### src/rtl/uart_tx_os.sv
// Oversampled UART transmitter: start, LSB-first data, optional parity, stop; each bit lasts Prescale clocks.
// Optional feature: define UART_TX_TWO_STOP_EN for two stop bits (default build sends one).
module uart_tx_os #(
    parameter int DATA_WIDTH     = 8,
    parameter int PRESCALE_WIDTH = 5
) (
    input  logic                      CLK,
    input  logic                      RST,
    input  logic [DATA_WIDTH-1:0]     P_DATA,
    input  logic                      Data_valid,
    input  logic [PRESCALE_WIDTH-1:0] Prescale,
    input  logic                      PAR_EN,
    input  logic                      PAR_TYP,
    output logic                      TX_OUT,
    output logic                      Busy,
    output logic [2:0]                state_dbg
);

    localparam int IDX_W = (DATA_WIDTH > 1) ? $clog2(DATA_WIDTH) : 1;

    // Handshake: a word is taken on any CLK edge where the FSM is IDLE and
    // Data_valid=1; Busy acts as the inverse of ready and is high for the whole
    // frame, during which Data_valid is ignored (nothing is queued).

    typedef enum logic [2:0] {
        S_IDLE   = 3'd0,
        S_START  = 3'd1,
        S_DATA   = 3'd2,
        S_PARITY = 3'd3,
        S_STOP   = 3'd4
    } state_t;

    state_t                    state_q, state_d;
    logic [PRESCALE_WIDTH-1:0] clk_cnt_q, clk_cnt_d;
    logic [IDX_W-1:0]          bit_idx_q, bit_idx_d;
    logic [DATA_WIDTH-1:0]     data_q;
    logic [PRESCALE_WIDTH-1:0] presc_q;
    logic                      par_en_q;
    logic                      par_typ_q;
    logic                      load;
    logic                      tx_d;
    logic                      busy_d;
    logic                      bit_end;
    logic                      par_bit;
    logic [PRESCALE_WIDTH-1:0] presc_last;

`ifdef UART_TX_TWO_STOP_EN
    logic stop_cnt_q, stop_cnt_d;
`endif

    // Latched Prescale of 0 wraps to all-ones, i.e. a period of 2**PRESCALE_WIDTH.
    assign presc_last = presc_q - PRESCALE_WIDTH'(1);
    assign bit_end    = (clk_cnt_q == presc_last);
    assign par_bit    = par_typ_q ? ~^data_q : ^data_q;
    assign state_dbg  = state_q;

    always_comb begin
        state_d   = state_q;
        clk_cnt_d = clk_cnt_q;
        bit_idx_d = bit_idx_q;
        load      = 1'b0;
`ifdef UART_TX_TWO_STOP_EN
        stop_cnt_d = stop_cnt_q;
`endif

        if (state_q == S_IDLE) begin
            clk_cnt_d = '0;
        end else if (bit_end) begin
            clk_cnt_d = '0;
        end else begin
            clk_cnt_d = clk_cnt_q + PRESCALE_WIDTH'(1);
        end

        case (state_q)
            S_IDLE: begin
                if (Data_valid) begin
                    state_d = S_START;
                    load    = 1'b1;
                end
            end
            S_START: begin
                if (bit_end) begin
                    state_d   = S_DATA;
                    bit_idx_d = '0;
                end
            end
            S_DATA: begin
                if (bit_end) begin
                    if (bit_idx_q == IDX_W'(DATA_WIDTH - 1)) begin
                        state_d = par_en_q ? S_PARITY : S_STOP;
`ifdef UART_TX_TWO_STOP_EN
                        stop_cnt_d = 1'b0;
`endif
                    end else begin
                        bit_idx_d = bit_idx_q + IDX_W'(1);
                    end
                end
            end
            S_PARITY: begin
                if (bit_end) begin
                    state_d = S_STOP;
`ifdef UART_TX_TWO_STOP_EN
                    stop_cnt_d = 1'b0;
`endif
                end
            end
            S_STOP: begin
                if (bit_end) begin
`ifdef UART_TX_TWO_STOP_EN
                    if (!stop_cnt_q) begin
                        stop_cnt_d = 1'b1;
                    end else begin
                        state_d = S_IDLE;
                    end
`else
                    state_d = S_IDLE;
`endif
                end
            end
            default: state_d = S_IDLE;
        endcase
    end

    // Line level is decoded from the next state so TX_OUT comes straight from a flop.
    always_comb begin
        tx_d   = 1'b1;
        busy_d = (state_d != S_IDLE);
        case (state_d)
            S_START:  tx_d = 1'b0;
            S_DATA:   tx_d = data_q[bit_idx_d];
            S_PARITY: tx_d = par_bit;
            default:  tx_d = 1'b1;
        endcase
    end

    always_ff @(posedge CLK or posedge RST) begin
        if (RST) begin
            state_q   <= S_IDLE;
            clk_cnt_q <= '0;
            bit_idx_q <= '0;
            data_q    <= '0;
            presc_q   <= '0;
            par_en_q  <= 1'b0;
            par_typ_q <= 1'b0;
            TX_OUT    <= 1'b1;
            Busy      <= 1'b0;
        end else begin
            state_q   <= state_d;
            clk_cnt_q <= clk_cnt_d;
            bit_idx_q <= bit_idx_d;
            TX_OUT    <= tx_d;
            Busy      <= busy_d;
            if (load) begin
                data_q    <= P_DATA;
                presc_q   <= Prescale;
                par_en_q  <= PAR_EN;
                par_typ_q <= PAR_TYP;
            end
        end
    end

`ifdef UART_TX_TWO_STOP_EN
    always_ff @(posedge CLK or posedge RST) begin
        if (RST) begin
            stop_cnt_q <= 1'b0;
        end else begin
            stop_cnt_q <= stop_cnt_d;
        end
    end
`endif

endmodule

### config.mk
export PLATFORM = sky130hd
export DESIGN_NAME = uart_tx_os
export DESIGN_NICKNAME = d
export VERILOG_FILES = /design/src/rtl/uart_tx_os.sv
export SDC_FILE = /design/constraint.sdc
export NUM_CORES = 1
export LEC_CHECK = 0
export CAP_MARGIN = 10
export CORE_MARGIN = 5
export CORE_UTILIZATION = 52
export CTS_CLUSTER_SIZE = 25
export DETAILED_ROUTE_END_ITERATION = 6
export HOLD_SLACK_MARGIN = 0.15
export PLACE_DENSITY = 0.77
export SKIP_CTS_REPAIR_TIMING = 1
export SKIP_LAST_GASP = 1
export SYNTH_ARGS = -nofsm -noshare
export SYNTH_HDL_FRONTEND = slang
export SYNTH_SLANG_ARGS = --single-unit
export TNS_END_PERCENT = 30
### constraint.sdc
create_clock -name CLK -period 3.8 [get_ports CLK]
set_clock_uncertainty 0.05 [all_clocks]
set_input_delay 1.14 -clock CLK [delete_from_list [all_inputs] [get_ports CLK]]
set_output_delay 1.14 -clock CLK [all_outputs]
set_load 0.02 [all_outputs]
==> results.toml <==
[hold_path]
hold_path.class = "reg2reg"

[worst_setup_path]
r2r-start = "presc_q[0]"
worstPathRequired_ns = 4.02
path_class = "reg2reg"
rr_worst_depth = 10
cp_common_cell = "a211o_1"
cp_slowest_cell = "o32ai_2"
crit_end = "TX_OUT"
critPathMaxFanout = 12
crit_chain = "inv_1 -> ha_1 -> nand4bb_1 -> a211o_1 -> a211o_1 -> o32ai_2 -> mux2_1 -> or3_1 -> a41oi_2 -> o21ai_1"
r2r_slack_ns = 0.59
cp-startpoint = "presc_q[0]"
end_kind = "flop"
arrival_ns = 3.43
critPathLaunchType = "flop"
rr_endpoint = "TX_OUT"
max_stage_delay_ns = 0.53

[clock_tree]
htree_levels = 1
cts_sinks = 28
cts.path.max_buffers = 2
clkSlewWorstSetupHoldPaths_ns = 0.16
cts_buffers = 3
insertion_delay_ns = 0.33
cts_root_buf = "clkbuf_4"
cts_tree = "done"

[routing]
num_vias = 1097
firstDrtPassIters = 4
wl_per_cell_um = 15.02
drcViolationCount = 0
drtAntennaViolNets = 0
drt_iter0_drc = 49
viasPerCell = 5.626
totalWireLength_um = 2929

[logic_synthesis]
ys_warn_count = 0
ys_dominant_reg_cell = "dfrtp_1"
ys_ff_latch = 28
synth_cells = 141
synth_edf_count = 0
synthArstFlopShare = 1.000
netlist.area_leader.share = 0.4430
synth_nets = 162
synth_most_common_cell = "dfrtp_1"
synthTopCellsByCount = "dfrtp_1 (27), mux2_2 (13), nor2_1 (13)"
ys_seq_area_frac = 0.4602
synth_top_area_cell = "dfrtp_1"
ys_top_cells_by_area = "dfrtp_1 (44%), mux2_2 (9.6%), xnor2_1 (6.9%), nor2_1 (3.2%), xor2_1 (2.9%)"
syn_avg_cell_area_um2 = 10.82
yosysUniqueCellTypes = 35
syn_area_um2 = 1525

[placed_design]
numPortBuffers = 22
dp.final_hpwl_um = 2252
place_congestion = 0.8227
place_ws_ns = 0.6243

[power_and_ir_drop]
irDropWorstVdd_mv = 0.6909
p_leak_nw = 0.7812
cellPowerDensity_nw_per_um2 = 867.3

[cells_and_area]
regArea_um2 = 701.9
n_fill_cell = 239
drive_gt1_frac = 0.1463
final_util = 0.6586
multi_input_area_um2 = 769.5
syn2layout_area_growth_pct = 20.10
fin_nets = 186
diodes = 0

[timing]
setup_violations = 0
setup_tns_ns = 0
drv_slew = 0
hold_ws_ns = 0.4967
fmax_mhz = 311.4
relSlewSlack = 0.5825
fin_ws_ns = 0.5882
hold_viol_final = 0
fin_crit_sh = 0.8452
min_period_ns = 3.212
worst_pin_slew_ns = 0.6210
rsz0062_at_grt = "no"

[floorplanning]
dieHeight_um = 64.16
fp.dieW_um = 64.16
pin_count = 23
start_util = 0.5484
rows = 19
core_um2 = 2781
die-area_um2 = 4117

[global_routing]
overflow = 0
grt_pass1_wl_um = 5209
grt_pass1_vias = 1167
antenna_found_initial = 0
grt_max_degree = 29
grt_usage = 0.1533

[run]
maxCapViolCount = 0

[run_status]
outcome = "finished, final reports clean"
==> area by class of cell <==
type / count / share of cell area
flip-flops and latches: 28 / 0.3832
inverters: 9 / 0.01844
clock inverters: 1 / 0.01639
well taps: 31 / 0.02117
repair buffers: 24 / 0.1284
clock buffers: 3 / 0.01230
multi-input cells: 99 / 0.4201
==> worst max-delay path, delay by kind of cell, from the launching register on <==
| family | cells | cell delay, ns |
|---|---|---|
| compound gates | 5 | 1.52 |
| simple gates | 2 | 0.44 |
| flops | 1 | 0.43 |
| mux | 1 | 0.37 |
| fa+ha+maj | 1 | 0.23 |
| buf+inv | 1 | 0.11 |
==> flip-flops by register name (all words and copies together), names as in the netlist <==
register	cells
data_q	8
state_dbg	3
clk_cnt_q	5
par_en_q	1
presc_q	5
Busy	1
bit_idx_q	3
TX_OUT	1
par_typ_q	1
==> cells in the final DEF, fill, tap and decap left out, types with 3 or more instances in the layout <==
master            n
a211o_1           3
clkbuf_4          3
clkdlybuf4s50_1  22
dfrtp_1          27
ha_1              3
inv_1             9
mux2_2           13
mux2i_1           3
nand2_1           6
nand3_1           7
nor2_1           13
nor3_1            3
o21ai_0           7
or3_1             3
xnor2_1          12
xor2_1            5
==> worst min path at each step <==
stage          cells after the start    startpoint            to  slack, ns
2_1_floorplan                      1  clk_cnt_q[0]  clk_cnt_q[0]       0.42
6_report                           1  clk_cnt_q[0]  clk_cnt_q[0]       0.50
5_1_grt                            1      par_en_q      par_en_q       0.52
4_1_cts                            1  clk_cnt_q[0]  clk_cnt_q[0]       0.50
3_3_place_gp                       1  clk_cnt_q[0]  clk_cnt_q[0]       0.46
3_5_place_dp                       1  clk_cnt_q[0]  clk_cnt_q[0]       0.48
==> power by group <==
part           leakage (nW)  switching [W]  internal [W]
Sequential            0.340       0.000155      0.000439
Clock                0.0279      0.0000915      0.000107
Combinational         0.414       0.000391      0.000405
==> cell families (layout without fill, tap and decap cells) <==
logic type / after synthesis / after routing / share of synthesized area
xor gates and xnor gates: 17 / 17 / 0.09762
buffers and inverters: 14 / 37 / 0.03937
muxes: 17 / 17 / 0.1231
AOI/OAI and AO/OA: 21 / 21 / 0.1165
adders and majority gates: 3 / 3 / 0.02461
and+or+nand+nor: 41 / 41 / 0.1386
DFF: 28 / 28 / 0.4602
==> through the flow <==
step / area [µm²] / power (W) / cells
floorplan: 1525 / 0.001216 / 141
global placement: 1779 / 0.001344 / 191
detailed placement: 1779 / 0.001403 / 191
CTS: 1832 / 0.001597 / 195
global route: 1832 / 0.001717 / 195
finish: 1832 / 0.001589 / 195
==> layer usage <==
metal / global-route usage / routed length (µm) / up-vias
met3: 0.02977 / 117 / 2
li1: - / - / 538
met4: 0.04071 / 8 / 0
met1: 0.2033 / 1355 / 535
met2: 0.2563 / 1447 / 22
met5: 0 / 0 / -
Note: power is estimated with default switching activity, not from simulation.
